File: config.mk
export PLATFORM = sky130hd
export DESIGN_NAME = io_regs_responder
export DESIGN_NICKNAME = d
export VERILOG_FILES = /design/src/rtl/io_regs_responder.sv
export SDC_FILE = /design/constraint.sdc
export NUM_CORES = 1
export LEC_CHECK = 0
export BUFFER_PORTS_ARGS = -buffer_cell sky130_fd_sc_hd__buf_4
export CAP_MARGIN = 20
export CORE_MARGIN = 4
export CORE_UTILIZATION = 55
export CTS_BUF_LIST = sky130_fd_sc_hd__clkbuf_8
export DETAILED_ROUTE_END_ITERATION = 12
export HOLD_SLACK_MARGIN = 0.08
export PLACE_DENSITY_LB_ADDON = 0.08
export RECOVER_POWER = 50
export SYNTH_ARGS = -nofsm -noshare
export SYNTH_HDL_FRONTEND = slang
export SYNTH_SLANG_ARGS = --single-unit
File: constraint.sdc
create_clock -name clk_i -period 2.3 [get_ports clk_i]
set_input_delay 0.46 -clock clk_i [delete_from_list [all_inputs] [get_ports clk_i]]
set_output_delay 0.46 -clock clk_i [all_outputs]
set_load 0.05 [all_outputs]
File: src/rtl/io_regs_responder.sv
// rtl/io_regs_responder.sv - NREG x 32-bit register-bank responder on the I/O bridge bus (optional IO_REGS_STALL_EN)
module io_regs_responder #(
   parameter logic [31:0] BASE    = 32'hFD0C0000,
   parameter logic [31:0] MASK    = 32'hFFFFFF00,
   parameter int          NREG    = 8,
   parameter int          WAIT    = 1,
   parameter logic [31:0] RST_VAL = 32'h0
) (
   input  logic                 rst_i,
   input  logic                 clk_i,
   input  logic                 s_cyc_i,
   input  logic                 s_stb_i,
   output logic                 s_ack_o,
   output logic                 s_stall_o,
   input  logic                 s_we_i,
   input  logic [3:0]           s_sel_i,
   input  logic [31:0]          s_adr_i,
   input  logic [31:0]          s_dat_i,
   output logic [31:0]          s_dat_o,
   input  logic [31:0]          stat_i,
   output logic [NREG*32-1:0]   regs_o
);

   localparam int IW = $clog2(NREG);

   localparam logic [1:0] ST_IDLE   = 2'd0;
   localparam logic [1:0] ST_WAIT   = 2'd1;
   localparam logic [1:0] ST_ACCESS = 2'd2;
   localparam logic [1:0] ST_ACK    = 2'd3;

   localparam logic [3:0] WAIT_LD = 4'(WAIT);

   logic [1:0]    state_q, state_d;
   logic [3:0]    cnt_q, cnt_d;
   logic          we_q, we_d;
   logic [3:0]    sel_q, sel_d;
   logic [IW-1:0] idx_q, idx_d;
   logic [31:0]   wdat_q, wdat_d;
   logic [31:0]   rdat_q, rdat_d;
   logic          ack_q, ack_d;
   logic [31:0]   dat_q, dat_d;
   logic          stall_q, stall_d;
   logic [31:0]   regs_q [NREG];
   logic [31:0]   regs_d [NREG];

   logic          hit;

   // Address window decode: bits outside MASK alias onto the same registers.
   assign hit = s_cyc_i & s_stb_i & ((s_adr_i & MASK) == BASE);

   // Access sequencing: capture, wait states, single-cycle commit, then ack until the strobe drops.
   always_comb begin
      state_d = state_q;
      cnt_d   = cnt_q;
      we_d    = we_q;
      sel_d   = sel_q;
      idx_d   = idx_q;
      wdat_d  = wdat_q;
      rdat_d  = rdat_q;
      ack_d   = 1'b0;
      dat_d   = 32'h0;
      for (int k = 0; k < NREG; k++) begin
         regs_d[k] = regs_q[k];
      end

      case (state_q)
         ST_IDLE: begin
            if (hit) begin
               we_d    = s_we_i;
               sel_d   = s_sel_i;
               idx_d   = s_adr_i[2 +: IW];
               wdat_d  = s_dat_i;
               cnt_d   = WAIT_LD;
               state_d = (WAIT == 0) ? ST_ACCESS : ST_WAIT;
            end
         end
         ST_WAIT: begin
            if (!s_cyc_i) begin
               cnt_d   = 4'd0;
               state_d = ST_IDLE;
            end else if (cnt_q <= 4'd1) begin
               cnt_d   = 4'd0;
               state_d = ST_ACCESS;
            end else begin
               cnt_d   = cnt_q - 4'd1;
            end
         end
         ST_ACCESS: begin
            if (!s_cyc_i) begin
               state_d = ST_IDLE;
            end else begin
               if (we_q) begin
                  // Register 0 is the status word, so a write to it is acked but discarded.
                  if (idx_q != '0) begin
                     for (int b = 0; b < 4; b++) begin
                        if (sel_q[b]) begin
                           regs_d[idx_q][8*b +: 8] = wdat_q[8*b +: 8];
                        end
                     end
                  end
                  rdat_d = 32'h0;
               end else begin
                  rdat_d = (idx_q == '0) ? stat_i : regs_q[idx_q];
               end
               state_d = ST_ACK;
            end
         end
         ST_ACK: begin
            if (s_cyc_i & s_stb_i) begin
               ack_d = 1'b1;
               dat_d = rdat_q;
            end else begin
               state_d = ST_IDLE;
            end
         end
         default: begin
            state_d = ST_IDLE;
         end
      endcase

`ifdef IO_REGS_STALL_EN
      stall_d = (state_d != ST_IDLE);
`else
      stall_d = 1'b0;
`endif
   end

   // State, capture and register-bank flops; reset drops any access in flight without committing it.
   always_ff @(posedge clk_i) begin
      if (rst_i) begin
         state_q <= ST_IDLE;
         cnt_q   <= 4'd0;
         we_q    <= 1'b0;
         sel_q   <= 4'h0;
         idx_q   <= '0;
         wdat_q  <= 32'h0;
         rdat_q  <= 32'h0;
         ack_q   <= 1'b0;
         dat_q   <= 32'h0;
         stall_q <= 1'b0;
         regs_q[0] <= 32'h0;
         for (int k = 1; k < NREG; k++) begin
            regs_q[k] <= RST_VAL;
         end
      end else begin
         state_q <= state_d;
         cnt_q   <= cnt_d;
         we_q    <= we_d;
         sel_q   <= sel_d;
         idx_q   <= idx_d;
         wdat_q  <= wdat_d;
         rdat_q  <= rdat_d;
         ack_q   <= ack_d;
         dat_q   <= dat_d;
         stall_q <= stall_d;
         for (int k = 0; k < NREG; k++) begin
            regs_q[k] <= regs_d[k];
         end
      end
   end

   // Flatten the bank; slot 0 is the status position and always reads as zero here.
   always_comb begin
      regs_o = '0;
      for (int k = 1; k < NREG; k++) begin
         regs_o[k*32 +: 32] = regs_q[k];
      end
   end

   assign s_ack_o   = ack_q;
   assign s_dat_o   = dat_q;
   assign s_stall_o = stall_q;

endmodule
# Word-level counts from Yosys, hierarchy flattened
# Memory sizes are Yosys's and may differ from the RTL's. A register that Yosys moved wholly into a read port is not among the register bits.
# Index checks and enable logic that the tools add are counted.
[op_classes] n_addsub=1 order_cmp=3 n_eq_ne=7 muxes=58 n_bitwise=13 n_reduce_logical=11
[op_table] operator="$mux 256" count=20
[op_table] operator="$bwmux 256" count=4
[op_table] operator="$demux 32 s3" count=4
[op_table] operator="$mux 32" count=11
[op_table] operator="$eq 24x24->1 const B" count=1
[op_table] operator="$mux 24" count=1
[op_table] operator="$mux 16" count=1
[op_table] operator="$mux 4" count=3
[op_table] operator="$mux 2" count=5
[op_table] operator="$mux 8" count=1
[op_table] operator="$or 1x1->1" count=8
[op_table] operator="$pmux 2 s4" count=1
[op_table] operator="$pmux 4 s2" count=1
[op_table] operator="$mux 3" count=2
[op_table] operator="$reduce_and 2->1" count=3
[op_table] operator="$eq 2x2->1 const B" count=2
[op_table] operator="$ge 4x4->1 const B" count=1
[op_table] operator="$le 4x1->1 const B" count=1
[op_table] operator="$lt 4x1->1 const B" count=1
[op_table] operator="$mux 1" count=4
[op_table] operator="$ne 2x2->1 const B" count=2
[op_table] operator="$not 3->4" count=1
[op_table] operator="$sub 4x1->4 const B" count=1
[op_table] operator="$logic_not 3->1" count=1
[op_table] operator="other kinds (11)" count=13
[word_totals] register_bits=111 ram_bits=256 input_bits=105 elab_cells=103 mem_count=1
[memory_table] name="regs_q" words=8 word_bits=32 rd=9 rd_ports_with_merged_regs=1 wr=8 line_no="43" text="logic [31:0] regs_q [NREG];"

# Logic depth before layout (Yosys ltp)
[depth] ltp_word=30 mapped_depth=7

# Worst setup path before layout
# OpenSTA, ideal clock, no wires.
[synth_path] path_type="input port to flip-flop" startpoint="in s_cyc_i" endpoint="mem regs_q[4][0]" setup_ps=128 arrival_time_ps=1736 slack_ps=436 path_stages=5 path_buffers=1 path_cell_list="buf_4 -> nand4b_4 -> nor4_4 -> mux2i_1 -> nor2_1"
[synth_lines] element="start: declaration" line_no="11" text="input logic s_cyc_i,"
[synth_lines] element="end: declaration" line_no="43"

# Worst setup path after layout
[layout_path] startpoint="reg state_q[0]" endpoint="reg wdat_q[15]"
[layout_between] elab_chain_len=2
[layout_rtl] element="start: declaration" line_no="33" text="logic [1:0] state_q, state_d;"
[layout_rtl] element="start signal: assignment" line_no="146" text="state_q <= state_d;"
[layout_rtl] element="$logic_not 2->1" line_no="66" text="case (state_q)"
[layout_rtl] element="$reduce_and 2->1 (no source line)"
[layout_rtl] element="end signal: assignment" line_no="151" text="wdat_q <= wdat_d;"
[layout_rtl] element="end: declaration" line_no="38" text="logic [31:0] wdat_q, wdat_d;"
# No other way between the ends.
# A chain may end at the register's enable or synchronous reset.

==> metrics.yaml <==
clock_tree:
  h-tree-depth: 2
  clock-sinks: 370
  cts_setup_buffers: 0
  cts-root-buf: "clkbuf_8"
  hold_buffers: 0
  cts.path.max_buffers: 3
  cts_tree: "done"
  clk_latency_ns: 0.58
  ctsResizeCount: 0
  path_clk_slew_ns: 0.06
  numCtsBuffers: 58
sta:
  period_share: 0.9221
  setup_viol: 0
  hold_violations: 0
  slew_viol_final: 160
  min_period_ns: 2.121
  rsz0062_at_grt: "no"
  tns_ns: 0
  worstMarginPinSlew_ns: 1.794
  max_freq_ghz: 0.4715
  fin_skew_ns: 0.01380
  slew_headroom: -0.1961
  hold_slack_ns: 0.1419
floorplan:
  core-area_um2: 28090
  rows: 61
  die_area_um2: 31560
  die-height_um: 177.7
  die_x_um: 177.7
  io_pins: 395
  start_util: 0.5636
pwr:
  switchingPower_mw: 2.775
  power.internal_mw: 9.544
  p_leak_nw: 7.058
  power_density_nw_per_um2: 644.2
  combinationalPowerShare: 0.031
  netSwitchingFraction: 0.2252
  pwr-share-seq: 0.520
  peakVddDrop_uv: 508.0
  power.share.clock: 0.448
synthesis:
  syn_area_per_cell_um2: 10.55
  yosysTopAreaCell: "dfxtp_1"
  yosysWarnings: 0
  synthDominantCellAreaShare: 0.4679
  ys_async_sr_fraction: 0
  synth.area.top_cells: "dfxtp_1 (47%), mux2i_1 (16%), mux4_2 (9.1%), nor2_1 (5.2%), a21oi_1 (2.6%)"
  yosysSeqAreaShare: 0.4679
  synth_edf_count: 0
  synth.top_cells.by_count: "dfxtp_1 (370), mux2i_1 (248), nor2_1 (220)"
  syn_inst: 1501
  synth.distinct_cells: 45
  synth-seq-cells: 370
  post-synth-top-count-cell: "dfxtp_1"
  ys.flop_type: "dfxtp_1"
  syn-cell-area_um2: 15830
layout:
  fin_nets: 1943
  multi_input_area_um2: 7716
  drive_gt1_frac: 0.1908
  area_delta_synth_final_pct: 20.79
  utilization: 0.6808
  fillers: 2424
  regArea_um2: 7417
run_status:
  violations: "capacitance limit, slew limit"
  status: "finished with violations"
drt:
  ant_nets: 0
  drcViolationCount: 0
  vias: 12590
  routedWlPerCell_um: 20.42
  totalWireLength_um: 46070
  drt_iter0_drc: 937
  drtPass1Iterations: 5
  viasPerCell: 5.579
worst_setup_path:
  cp_data_required_time_ns: 2.68
  worstPathMaxFanout: 40
  crit_arrival_ns: 2.50
  critPathCaptureType: "flip-flop"
  start_kind: "flip-flop"
  critPathLaunch: "state_q[0]"
  regToRegStartpoint: "state_q[0]"
  path_class: "reg -> reg"
placement:
  port_buffers: 356
  hpwl_um: 30800
  gp_congestion: 0.8293
grt:
  grtUsageMet2: 0.4700
  grt.busiest_layer: "met2"
  use_met3: 0.05411
  grt_pass1_vias: 12330
  met1_usage: 0.3686
  grt_pass1_wl_um: 70170
  grt_overflow: 0
  grt_max_degree: 171
  antenna_found_initial: 2
  track_usage: 0.2812
worst_hold_path:
  hp-class: "in -> reg"
  min-delay-start: "s_dat_i[2]"
job:
  maxCapViolCount: 1
-- metal layers --
metal	share of wire	wire, µm
met4	0.031	1427
met2	0.48	22320
met3	0.072	3297
met5	0	0
met1	0.41	19020
-- layout by cell type (no fill, tap or decap), types with 2 or more instances in the layout --
cell type,n
dfxtp_1,366
mux2i_1,248
clkbuf_1,248
nor2_1,219
buf_4,158
a21oi_1,81
clkbuf_8,79
mux4_2,64
nand2_1,55
nand3_1,42
o41ai_1,40
o21ai_0,35
a21o_1,34
nor2b_1,34
conb_1,33
and2_1,29
nor3_4,20
inv_1,18
buf_12,10
nand2b_1,8
and2_0,5
clkinv_2,5
nand4_1,4
nor4_4,4
nand4b_4,3
diode_2,2
nor4b_2,2
nand4b_1,2
o31ai_1,2
and4b_1,2
or4_1,2
ha_1,2
dfxtp_4,2
dfxtp_2,2
-- state kept, by name (all words and copies together) (netlist names), named ones only --
signal	count
idx_q	3
cnt_q	4
rdat_q	32
sel_q	4
s_ack_o	1
we_q	1
regs_q	256
state_q	2
s_dat_o	32
wdat_q	32
-- logic make-up after synthesis --
group                    Yosys count  share of synthesized area
AND/OR/NAND/NOR                  442                     0.1501
flip-flops                       370                     0.4679
multiplexers                     312                     0.2479
AO/OA/AOI/OAI                    197                    0.07849
other                              1                  0.0002369
buffers and inverters            177                    0.05383
adder cells (fa/ha/maj)            2                   0.001581
-- worst paths after layout --
check / cells after the start / slack [ns] / to
setup reg to reg: 5 / 0.18 / wdat_q[15]
hold / removal: 3 / 0.14 / wdat_q[2]
setup / recovery: 5 / 0.18 / wdat_q[15]
hold reg to reg: 2 / 0.44 / rdat_q[26]
-- area by class of cell --
| class | count | area share |
|---|---|---|
| antenna | 2 | 0.0002617 |
| clock buffer | 79 | 0.05686 |
| clock inverter | 21 | 0.004450 |
| inverter | 2 | 0.0003926 |
| multi-input combinational | 986 | 0.4035 |
| sequential | 370 | 0.3879 |
| tap | 378 | 0.02474 |
| timing repair buffer | 418 | 0.1218 |
-- power by group through the flow --
stage / Sequential (mW) / Clock, mW / Combinational [mW]
final: 6.41 / 5.52 / 0.388
after global routing: 6.40 / 5.88 / 0.407
after CTS: 6.41 / 5.62 / 0.389
after detailed placement: 6.55 / 0 / 0.389
after global placement: 6.55 / 0 / 0.390
after floorplan: 6.55 / 0 / 0.263
-- metrics by stage --
stage               power (mW)  instances  worst slack, ns  cell area, µm²
floorplan                6.813       1533           0.4364           15950
global placement         6.938       2154           0.1094           18890
detailed placement       6.936       2154          0.01817           18890
CTS                      12.41       2254          0.05734           20060
global route             12.69       2256          0.02506           19120
finish                   12.32       2256           0.1793           19120
-- worst max-delay path, stage by stage, from the launching register on --
cell and delay (ns):
dfxtp_1 0.46, nor4bb_1 0.38, nand4_1 0.26, buf_12 0.27, o41ai_1 0.41, a21oi_1 0.12
(Power assumes the default switching activity.)
